**src/rtl/nibble_serial_adder_pkg.sv**
```systemverilog
`default_nettype none
// ============================================================================
// Module   : adder_pkg
// Purpose  : Shared types and helpers for the nibble-serial adder.
// Revision : 1.0  initial release
// ============================================================================
package adder_pkg;

    localparam int NIBBLE_W = 4;

    typedef enum logic [1:0] {
        IDLE = 2'd0,
        RUN  = 2'd1,
        DONE = 2'd2
    } state_t;

    function automatic int nib_count(input int width);
        return width / NIBBLE_W;
    endfunction

endpackage
`default_nettype wire

```
**src/rtl/nibble_serial_adder_if.sv**
```systemverilog
`default_nettype none
// ============================================================================
// Module   : nibble_serial_adder_if
// Purpose  : Operand/result valid-ready bundle for the nibble-serial adder.
// Revision : 1.0  initial release
// ============================================================================
interface nibble_serial_adder_if #(
    parameter int WIDTH = 16
);
    logic             in_valid;
    logic             in_ready;
    logic [WIDTH-1:0] a;
    logic [WIDTH-1:0] b;
    logic             cin;
    logic             out_valid;
    logic             out_ready;
    logic [WIDTH-1:0] sum;
    logic             cout;
    logic             ovf;
    logic             busy;

    modport slave (
        input  in_valid, a, b, cin, out_ready,
        output in_ready, out_valid, sum, cout, ovf, busy
    );

    modport master (
        output in_valid, a, b, cin, out_ready,
        input  in_ready, out_valid, sum, cout, ovf, busy
    );
endinterface
`default_nettype wire

```
**src/rtl/nibble_serial_adder_csa4_slice.sv**
```systemverilog
`default_nettype none
// ============================================================================
// Module   : csa4_slice
// Purpose  : Combinational 4-bit carry-select adder slice.
// Revision : 1.0  initial release
// ============================================================================
module csa4_slice
    import adder_pkg::*;
(
    input  wire logic [NIBBLE_W-1:0] a,
    input  wire logic [NIBBLE_W-1:0] b,
    input  wire logic                cin,
    output logic      [NIBBLE_W-1:0] s,
    output logic                     cout
);

    logic [NIBBLE_W-1:0] w_s0;
    logic [NIBBLE_W-1:0] w_s1;
    logic                w_c0;
    logic                w_c1;

    // Both ripple chains run in parallel; cin only picks one at the end.
    always_comb begin
        w_s0 = '0;
        w_s1 = '0;
        w_c0 = 1'b0;
        w_c1 = 1'b1;
        for (int i = 0; i < NIBBLE_W; i++) begin
            w_s0[i] = a[i] ^ b[i] ^ w_c0;
            w_c0    = (a[i] & b[i]) | (w_c0 & (a[i] ^ b[i]));
            w_s1[i] = a[i] ^ b[i] ^ w_c1;
            w_c1    = (a[i] & b[i]) | (w_c1 & (a[i] ^ b[i]));
        end
    end

    assign s    = cin ? w_s1 : w_s0;
    assign cout = cin ? w_c1 : w_c0;

endmodule
`default_nettype wire

```
**src/rtl/nibble_serial_adder.sv**
```systemverilog
`default_nettype none
// ============================================================================
// Module   : nibble_serial_adder
// Purpose  : WIDTH-bit adder processing one nibble per cycle, valid/ready I/O.
// Revision : 1.0  initial release
// ============================================================================
module nibble_serial_adder
    import adder_pkg::*;
#(
    parameter int WIDTH = 16
) (
    input  wire logic           clk,
    input  wire logic           rst_n,
    nibble_serial_adder_if.slave bus
);

    localparam int NIB = nib_count(WIDTH);
    localparam int CW  = (NIB > 1) ? $clog2(NIB) : 1;
    localparam logic [CW-1:0] C_LAST = CW'(NIB - 1);

    generate
        if ((WIDTH < NIBBLE_W) || ((WIDTH % NIBBLE_W) != 0)) begin : g_bad_width
            $error("nibble_serial_adder: WIDTH must be a positive multiple of 4");
        end
    endgenerate

    state_t              r_state;
    state_t              w_next;
    logic [WIDTH-1:0]    r_a_sh;
    logic [WIDTH-1:0]    r_b_sh;
    logic [WIDTH-1:0]    r_sum_sh;
    logic [WIDTH-1:0]    w_sum_next;
    logic                r_carry;
    logic [CW-1:0]       r_cnt;
    logic                r_a_msb;
    logic                r_b_msb;
    logic                w_in_ready;
    logic                w_out_valid;
    logic                w_busy;
    logic                w_accept;
    logic [NIBBLE_W-1:0] w_slice_s;
    logic                w_slice_c;

    csa4_slice u_slice (
        .a    (r_a_sh[NIBBLE_W-1:0]),
        .b    (r_b_sh[NIBBLE_W-1:0]),
        .cin  (r_carry),
        .s    (w_slice_s),
        .cout (w_slice_c)
    );

    // Each new nibble enters at the top, so after NIB shifts nibble 0 sits at the bottom.
    generate
        if (NIB == 1) begin : g_single
            assign w_sum_next = w_slice_s;
        end else begin : g_multi
            assign w_sum_next = {w_slice_s, r_sum_sh[WIDTH-1:NIBBLE_W]};
        end
    endgenerate

    always_ff @(posedge clk or negedge rst_n) begin
        if (!rst_n) begin
            r_state <= IDLE;
        end else begin
            r_state <= w_next;
        end
    end

    always_comb begin
        w_next      = r_state;
        w_in_ready  = 1'b0;
        w_out_valid = 1'b0;
        w_busy      = 1'b0;
        case (r_state)
            IDLE: begin
                w_in_ready = rst_n;
                if (bus.in_valid && rst_n) begin
                    w_next = RUN;
                end
            end
            RUN: begin
                w_busy = 1'b1;
                if (r_cnt == C_LAST) begin
                    w_next = DONE;
                end
            end
            DONE: begin
                w_busy      = 1'b1;
                w_out_valid = 1'b1;
                w_in_ready  = bus.out_ready;
                if (bus.out_ready) begin
                    w_next = bus.in_valid ? RUN : IDLE;
                end
            end
            default: begin
                w_next = IDLE;
            end
        endcase
    end

    assign w_accept = bus.in_valid & w_in_ready;

    always_ff @(posedge clk or negedge rst_n) begin
        if (!rst_n) begin
            r_a_sh   <= '0;
            r_b_sh   <= '0;
            r_sum_sh <= '0;
            r_carry  <= 1'b0;
            r_cnt    <= '0;
            r_a_msb  <= 1'b0;
            r_b_msb  <= 1'b0;
        end else if (w_accept) begin
            r_a_sh  <= bus.a;
            r_b_sh  <= bus.b;
            r_carry <= bus.cin;
            r_cnt   <= '0;
            r_a_msb <= bus.a[WIDTH-1];
            r_b_msb <= bus.b[WIDTH-1];
        end else if (r_state == RUN) begin
            r_a_sh   <= r_a_sh >> NIBBLE_W;
            r_b_sh   <= r_b_sh >> NIBBLE_W;
            r_sum_sh <= w_sum_next;
            r_carry  <= w_slice_c;
            r_cnt    <= r_cnt + 1'b1;
        end
    end

    assign bus.in_ready  = w_in_ready;
    assign bus.out_valid = w_out_valid;
    assign bus.busy      = w_busy;
    assign bus.sum       = r_sum_sh;
    assign bus.cout      = w_out_valid & r_carry;
    assign bus.ovf       = w_out_valid & (r_a_msb == r_b_msb) & (r_sum_sh[WIDTH-1] != r_a_msb);

endmodule
`default_nettype wire

```
**src/flat_wrapper.sv**
```systemverilog
// flat-port wrapper written by rule: the top's interface ports become plain ports
module nibble_serial_adder_flat import adder_pkg::*;
#(
    parameter int WIDTH = 16
)
  (clk, rst_n, bus_in_valid, bus_a, bus_b, bus_cin, bus_out_ready, bus_in_ready, bus_out_valid, bus_sum, bus_cout, bus_ovf, bus_busy);
  nibble_serial_adder_if #(.WIDTH(WIDTH)) bus_i ();
  input  wire logic clk;
  input  wire logic rst_n;
  input wire logic [$bits(bus_i.in_valid)-1:0] bus_in_valid;
  input wire logic [$bits(bus_i.a)-1:0] bus_a;
  input wire logic [$bits(bus_i.b)-1:0] bus_b;
  input wire logic [$bits(bus_i.cin)-1:0] bus_cin;
  input wire logic [$bits(bus_i.out_ready)-1:0] bus_out_ready;
  output wire logic [$bits(bus_i.in_ready)-1:0] bus_in_ready;
  output wire logic [$bits(bus_i.out_valid)-1:0] bus_out_valid;
  output wire logic [$bits(bus_i.sum)-1:0] bus_sum;
  output wire logic [$bits(bus_i.cout)-1:0] bus_cout;
  output wire logic [$bits(bus_i.ovf)-1:0] bus_ovf;
  output wire logic [$bits(bus_i.busy)-1:0] bus_busy;
  assign bus_i.in_valid = bus_in_valid;
  assign bus_i.a = bus_a;
  assign bus_i.b = bus_b;
  assign bus_i.cin = bus_cin;
  assign bus_i.out_ready = bus_out_ready;
  assign bus_in_ready = bus_i.in_ready;
  assign bus_out_valid = bus_i.out_valid;
  assign bus_sum = bus_i.sum;
  assign bus_cout = bus_i.cout;
  assign bus_ovf = bus_i.ovf;
  assign bus_busy = bus_i.busy;
  nibble_serial_adder #(.WIDTH(WIDTH)) u_core (.clk(clk), .rst_n(rst_n), .bus(bus_i));
endmodule
```
**config.mk**
```make
export PLATFORM = sky130hd
export DESIGN_NAME = nibble_serial_adder_flat
export DESIGN_NICKNAME = d
export VERILOG_FILES = /design/src/rtl/nibble_serial_adder_pkg.sv /design/src/rtl/nibble_serial_adder_if.sv /design/src/rtl/nibble_serial_adder_csa4_slice.sv /design/src/rtl/nibble_serial_adder.sv /design/src/flat_wrapper.sv
export SDC_FILE = /design/constraint.sdc
export NUM_CORES = 1
export LEC_CHECK = 0
export BUFFER_PORTS_ARGS = -buffer_cell sky130_fd_sc_hd__buf_2
export CAP_MARGIN = 5
export CORE_MARGIN = 5
export CORE_UTILIZATION = 50
export DETAILED_ROUTE_END_ITERATION = 10
export PLACE_DENSITY_LB_ADDON = 0.2
export SLEW_MARGIN = 15
export SYNTH_ARGS = -nofsm -noshare
export SYNTH_HDL_FRONTEND = slang
export SYNTH_SLANG_ARGS = --single-unit
```
**constraint.sdc**
```tcl
create_clock -name clk -period 4 [get_ports clk]
set_input_delay 0 -clock clk [delete_from_list [all_inputs] [get_ports clk]]
set_output_delay 0 -clock clk [all_outputs]
set_load 0.05 [all_outputs]
```
; ---- After elaboration in Yosys (flattened, before gate mapping)
; Cells that the tools add are included.
[word_totals]
register_bits = 55
input_bits = 37
word_cells = 74
[classes]
addsub = 1
eq_ne = 8
mux = 18
n_bitwise = 33
n_reduce_logical = 6
[op_table]
columns = operator, count
row1 = $mux 16, 4
row2 = $and 1x1->1, 14
row3 = $mux 2, 5
row4 = $xor 1x1->1, 10
row5 = $or 1x1->1, 7
row6 = $mux 1, 6
row7 = $pmux 2 s3, 1
row8 = $eq 2x2->1 const B, 2
row9 = $mux 4, 1
row10 = $ne 2x1->1 const B, 2
row11 = $reduce_and 3->1, 1
row12 = $add 2x1->2 const B, 1
row13 = $eq 2x1->1 const B, 1
row14 = $logic_not 2->1, 1
row15 = $ne 2x2->1 const B, 1
row16 = $not 1->1, 2
row17 = $pmux 1 s2, 1
row18 = $reduce_and 2->1, 1
row19 = $reduce_bool 2->1, 1
row20 = $reduce_or 2->1, 1
row21 = $eq 1x1->1, 1
row22 = $logic_and 1x1->1, 1
row23 = $ne 1x1->1, 1

; ---- Depth between registers and ports, before layout
[depth]
ltp_word = 11
ltp_mapped = 11
ltp_nobuf = 11

; ---- Cells and area by module
; From an unflattened synthesis, not the netlist that was laid out.
[unflattened]
hier_cells = 198
area_unflattened_um2 = 2874.0
[modules_own_cells]
columns = module, instances, cells_per_inst, area_each_um2
row1 = nibble_serial_adder, 1, 179, 2725.1
row2 = csa4_slice, 1, 19, 148.9

; ---- Worst setup path after synthesis
; No wires, ideal clock.
[synth_path]
kind = register -> output
startpoint = register u_core.r_state[0]
endpoint = output port bus_ovf
t_arrival_ps = 2228
t_required_ps = 4000
slack_ps = 1772
path_stages_with_launch = 4
path_buffers = 0
path_cell_list = dfrtp_1 inv_1 ha_1 a21boi_0
[synth_between]
elab_chain_cells = 4
[synth_rtl]
columns = element, line_no
row1 = "start, declared", nibble_serial_adder.sv:27  ; state_t r_state;
row2 = "start signal, assigned", nibble_serial_adder.sv:65  ; r_state <= w_next;
row3 = $eq 2x2->1, nibble_serial_adder.sv:74  ; case (r_state)
row4 = $mux 1, nibble_serial_adder.sv:74
row5 = named net bus_out_valid, flat_wrapper.sv:16  ; output wire logic [$bits(bus_i.out_valid)-1:0] bus_out_valid;
row6 = $and 1x1->1 (2 in a row), nibble_serial_adder.sv:133  ; assign bus.ovf = w_out_valid & (r_a_msb == r_b_msb) & (r_sum_sh[WIDTH-1] != r_a_msb);
row7 = "end, declared", flat_wrapper.sv:19  ; output wire logic [$bits(bus_i.ovf)-1:0] bus_ovf;
; The timed path passes the listed nets, and every way through them passes these cells.

; ---- Final worst setup path
[layout_path]
startpoint = register u_core.r_state[0]
endpoint = register u_core.r_b_msb
[layout_between]
elab_chain_cells = 3
[layout_rtl]
columns = element, line_no
row1 = $eq 2x2->1 or $logic_not 2->1 (tied branches), nibble_serial_adder.sv:74
row2 = $pmux 1 s2 (*), nibble_serial_adder.sv:74
row3 = $and 1x1->1 (*), nibble_serial_adder.sv:101  ; assign w_accept = bus.in_valid & w_in_ready;
row4 = "end signal, assigned", nibble_serial_adder.sv:118  ; r_b_msb <= bus.b[WIDTH-1];
row5 = "end, declared", nibble_serial_adder.sv:36  ; logic r_b_msb;
; Every way passes the cells marked *; elsewhere a longest branch is shown, timed or not.
; A chain may end at the register's enable or synchronous reset.

==> results.json <==
{
  "run_status": "completed",
  "worst_setup_path_end_kind": "flip-flop",
  "hp-class": "in -> reg",
  "netlist_instances": 230,
  "drv_cap": 0,
  "via_per_inst": 5.21,
  "min_period_ns": 2.26,
  "r2r_start": "u_core.r_state[0]",
  "cts_root_buf": "clkbuf_8",
  "ys_async_sr_fraction_pct": 100,
  "die_area_um2": 7100,
  "ys_seq_area_share_pct": 49.9,
  "core_um2": 5440,
  "layout.nets": 359,
  "syn_area_per_cell_um2": 12.0,
  "place_area_um2": 3050,
  "drt_iter0_markers": 109,
  "ys.flop_type": "dfrtp_1",
  "start_kind": "flip-flop",
  "synth_edf_count": 0,
  "yosysUniqueCellTypes": 27,
  "p_per_area_nw_per_um2": 836,
  "wl_um": 5670,
  "finalClockSkew_ns": 0.00862,
  "ys_ff_latch": 55,
  "cts_tree": "yes",
  "hp-start": "bus_b[3]",
  "pin_count": 58,
  "maxSlewViolCount": 0,
  "syn-num-nets": 277,
  "antenna_found_initial": 0,
  "ir_drop_mv": 0.458,
  "grt_pass1_wl_um": 9810,
  "cts_buffers": 5,
  "fillerInstances": 445,
  "final_core_util_pct": 64.3,
  "area_growth_pct": 26.8,
  "fmax_ghz": 0.442,
  "switching_share_pct": 44.3,
  "worst_slew_pin_slew_ns": 0.879,
  "gp_congestion": 0.739,
  "antenna_cells": 0,
  "worstHoldEndpoint": "u_core.r_b_sh[3]",
  "row_count": 27,
  "hpwl_um": 3670,
  "overflow": 0,
  "die_h_um": 84.3,
  "route.detailed.wl_per_inst_um": 14.7,
  "crit_type": "reg -> reg",
  "clock_latency_ns": 0.30,
  "synth_top_cell_area_share_pct": 49.9,
  "timing.rr.end": "u_core.r_b_msb",
  "hold_viol": 0,
  "whs_path_depth": 3,
  "htree_levels": 2,
  "cp_max_fo": 37,
  "pwr-share-seq_pct": 34.2,
  "critPathMaxStageDelay_ns": 0.61,
  "setup_violations": 0,
  "cp.required_ns": 4.19,
  "drc_errors": 0,
  "reg2reg_setup_slack_ns": 1.74,
  "slowest_stage": "and2_4",
  "power.internal_w": 0.00163,
  "crit_path_cell_trace": "inv_1, ha_1, a22o_4, and2_4, mux2_4",
  "comb_power_share_pct": 52.9,
  "max_slew_margin_pct": 41.4,
  "grt_pass1_vias": 2091,
  "start_util_pct": 50.7,
  "hold_buffers": 33,
  "portBuffers": 57,
  "rsz0062_at_grt": "false",
  "die_w_um": 84.3,
  "p_sw_w": 0.00129,
  "synth_top_cell_by_area": "dfrtp_1",
  "post-route-period-util_pct": 56.6,
  "first_pass_iters": 4,
  "fin_tns_setup_ns": 0,
  "clkSinkCount": 55,
  "syn_area_um2": 2760,
  "detail-route-antenna-nets": 0,
  "r2r_cells": 5,
  "grtUsageTotal_pct": 17.1,
  "clk_pin_slew_worst_paths_ns": 0.09,
  "p_clk_share_pct": 13.0,
  "drive_gt1_share_pct": 34.8,
  "worst_ep_arrival_time_ns": 2.46,
  "cts_setup_buffers": 0,
  "yosys-top-cells-area": "dfrtp_1 (50%), mux2i_1 (10%), o21ai_2 (8.9%)",
  "vias": 2004,
  "cts_repair_resize_count": 0,
  "grt_max_degree": 57,
  "fin_area_um2": 3500,
  "fin_worst_hold_slack_ns": 0.0166,
  "yosys_warnings": 0,
  "cts_max_path_buffers": 2,
  "p_leak_nw": 1.63
}
==> worst max-delay path, delay by kind of cell, from the launching register on <==
family | cells | cell delay, ns
buffers and inverters | 1 | 0.09
AND/OR/NAND/NOR | 1 | 0.61
adder cells (fa/ha/maj) | 1 | 0.27
flip-flops | 1 | 0.42
AO/OA/AOI/OAI | 1 | 0.39
multiplexers | 1 | 0.34
==> per-stage QoR <==
stage                     setup slack (ns)  cells  power (W)
after floorplan                       1.77    230    0.00225
after CTS                             1.69    385    0.00296
final                                 1.74    385    0.00292
after global routing                  1.58    385    0.00315
after global placement                1.79    344    0.00251
after detailed placement              1.71    344    0.00255
==> area by class of cell <==
cell class,count,area (um^2),area share [%]
well taps,72,90.1,2.58
repair buffers,92,631,18.0
flip-flops and latches,55,1380,39.4
clock buffers,6,82.6,2.36
clock inverters,2,35.0,1.00
inverters,15,56.3,1.61
multi-input cells,143,1230,35.1
==> cell families after synthesis <==
| kind of cell | synth area share [%] |
|---|---|
| muxes | 17.9 |
| and+or+nand+nor | 8.57 |
| DFF | 49.9 |
| xor gates and xnor gates | 0.635 |
| adders and majority gates | 5.35 |
| AOI/OAI and AO/OA | 11.9 |
| buffers and inverters | 5.76 |
==> per-layer routing <==
metal	track usage (%)	share of wire (%)	vias to the layer above
li1	-	-	966
met1	22.3	46	987
met2	28.3	48	45
met3	4.32	4.8	6
met4	4.68	1.4	0
met5	0	0	-
==> worst max path at each step <==
| stage | from | to | slack (ns) |
|---|---|---|---|
| floorplan | u_core.r_state[0] | bus_ovf | 1.77 |
| global placement | u_core.r_state[0] | u_core.r_a_msb | 1.79 |
| detailed placement | u_core.r_state[0] | u_core.r_b_msb | 1.71 |
| CTS | u_core.r_state[0] | u_core.r_b_msb | 1.69 |
| global route | u_core.r_state[0] | u_core.r_a_msb | 1.58 |
| finish | u_core.r_state[0] | u_core.r_b_msb | 1.74 |
==> sequential cells by signal (all words and copies together) (netlist names) <==
register	cells
u_core.bus.sum	16
u_core.r_a_msb	1
u_core.r_a_sh	16
u_core.r_b_msb	1
u_core.r_b_sh	16
u_core.r_state	2
u_core.r_carry	1
u_core.r_cnt	2
==> layout by cell type, fill, tap and decap left out, drive strengths merged <==
cell,n
o21ai,30
bufinv,1
a222oi,1
clkinv,2
nor2,5
a22o,3
nand3,31
and2,2
buf,59
fa,3
clkbuf,6
a21oi,4
dlygate4sd3,33
dfrtp,55
inv,14
a21boi,1
mux2i,28
nand2b,6
mux2,18
or3,1
nand2,1
ha,7
xnor2,2
==> cell usage after synthesis (4+ instances only) <==
library cell and count:
buf_6 4, mux2_2 8, ha_1 7, mux2_1 7, a21oi_1 4, nand3_1 31, nor2_1 5, nand2b_1 6
o21ai_2 28, clkbuf_1 6, buf_2 7, mux2i_1 28, inv_1 14, dfrtp_1 55
==> power groups by stage <==
stage	sequential (W)	clock (W)	combinational [W]
3_5_place_dp	0.00101	0	0.00154
3_3_place_gp	0.00100	0	0.00151
5_1_grt	0.00104	0.000409	0.00170
4_1_cts	0.00100	0.000390	0.00157
2_1_floorplan	0.00126	0	0.000990
6_report	0.000999	0.000379	0.00155
Note: power is estimated with default switching activity, not from simulation.
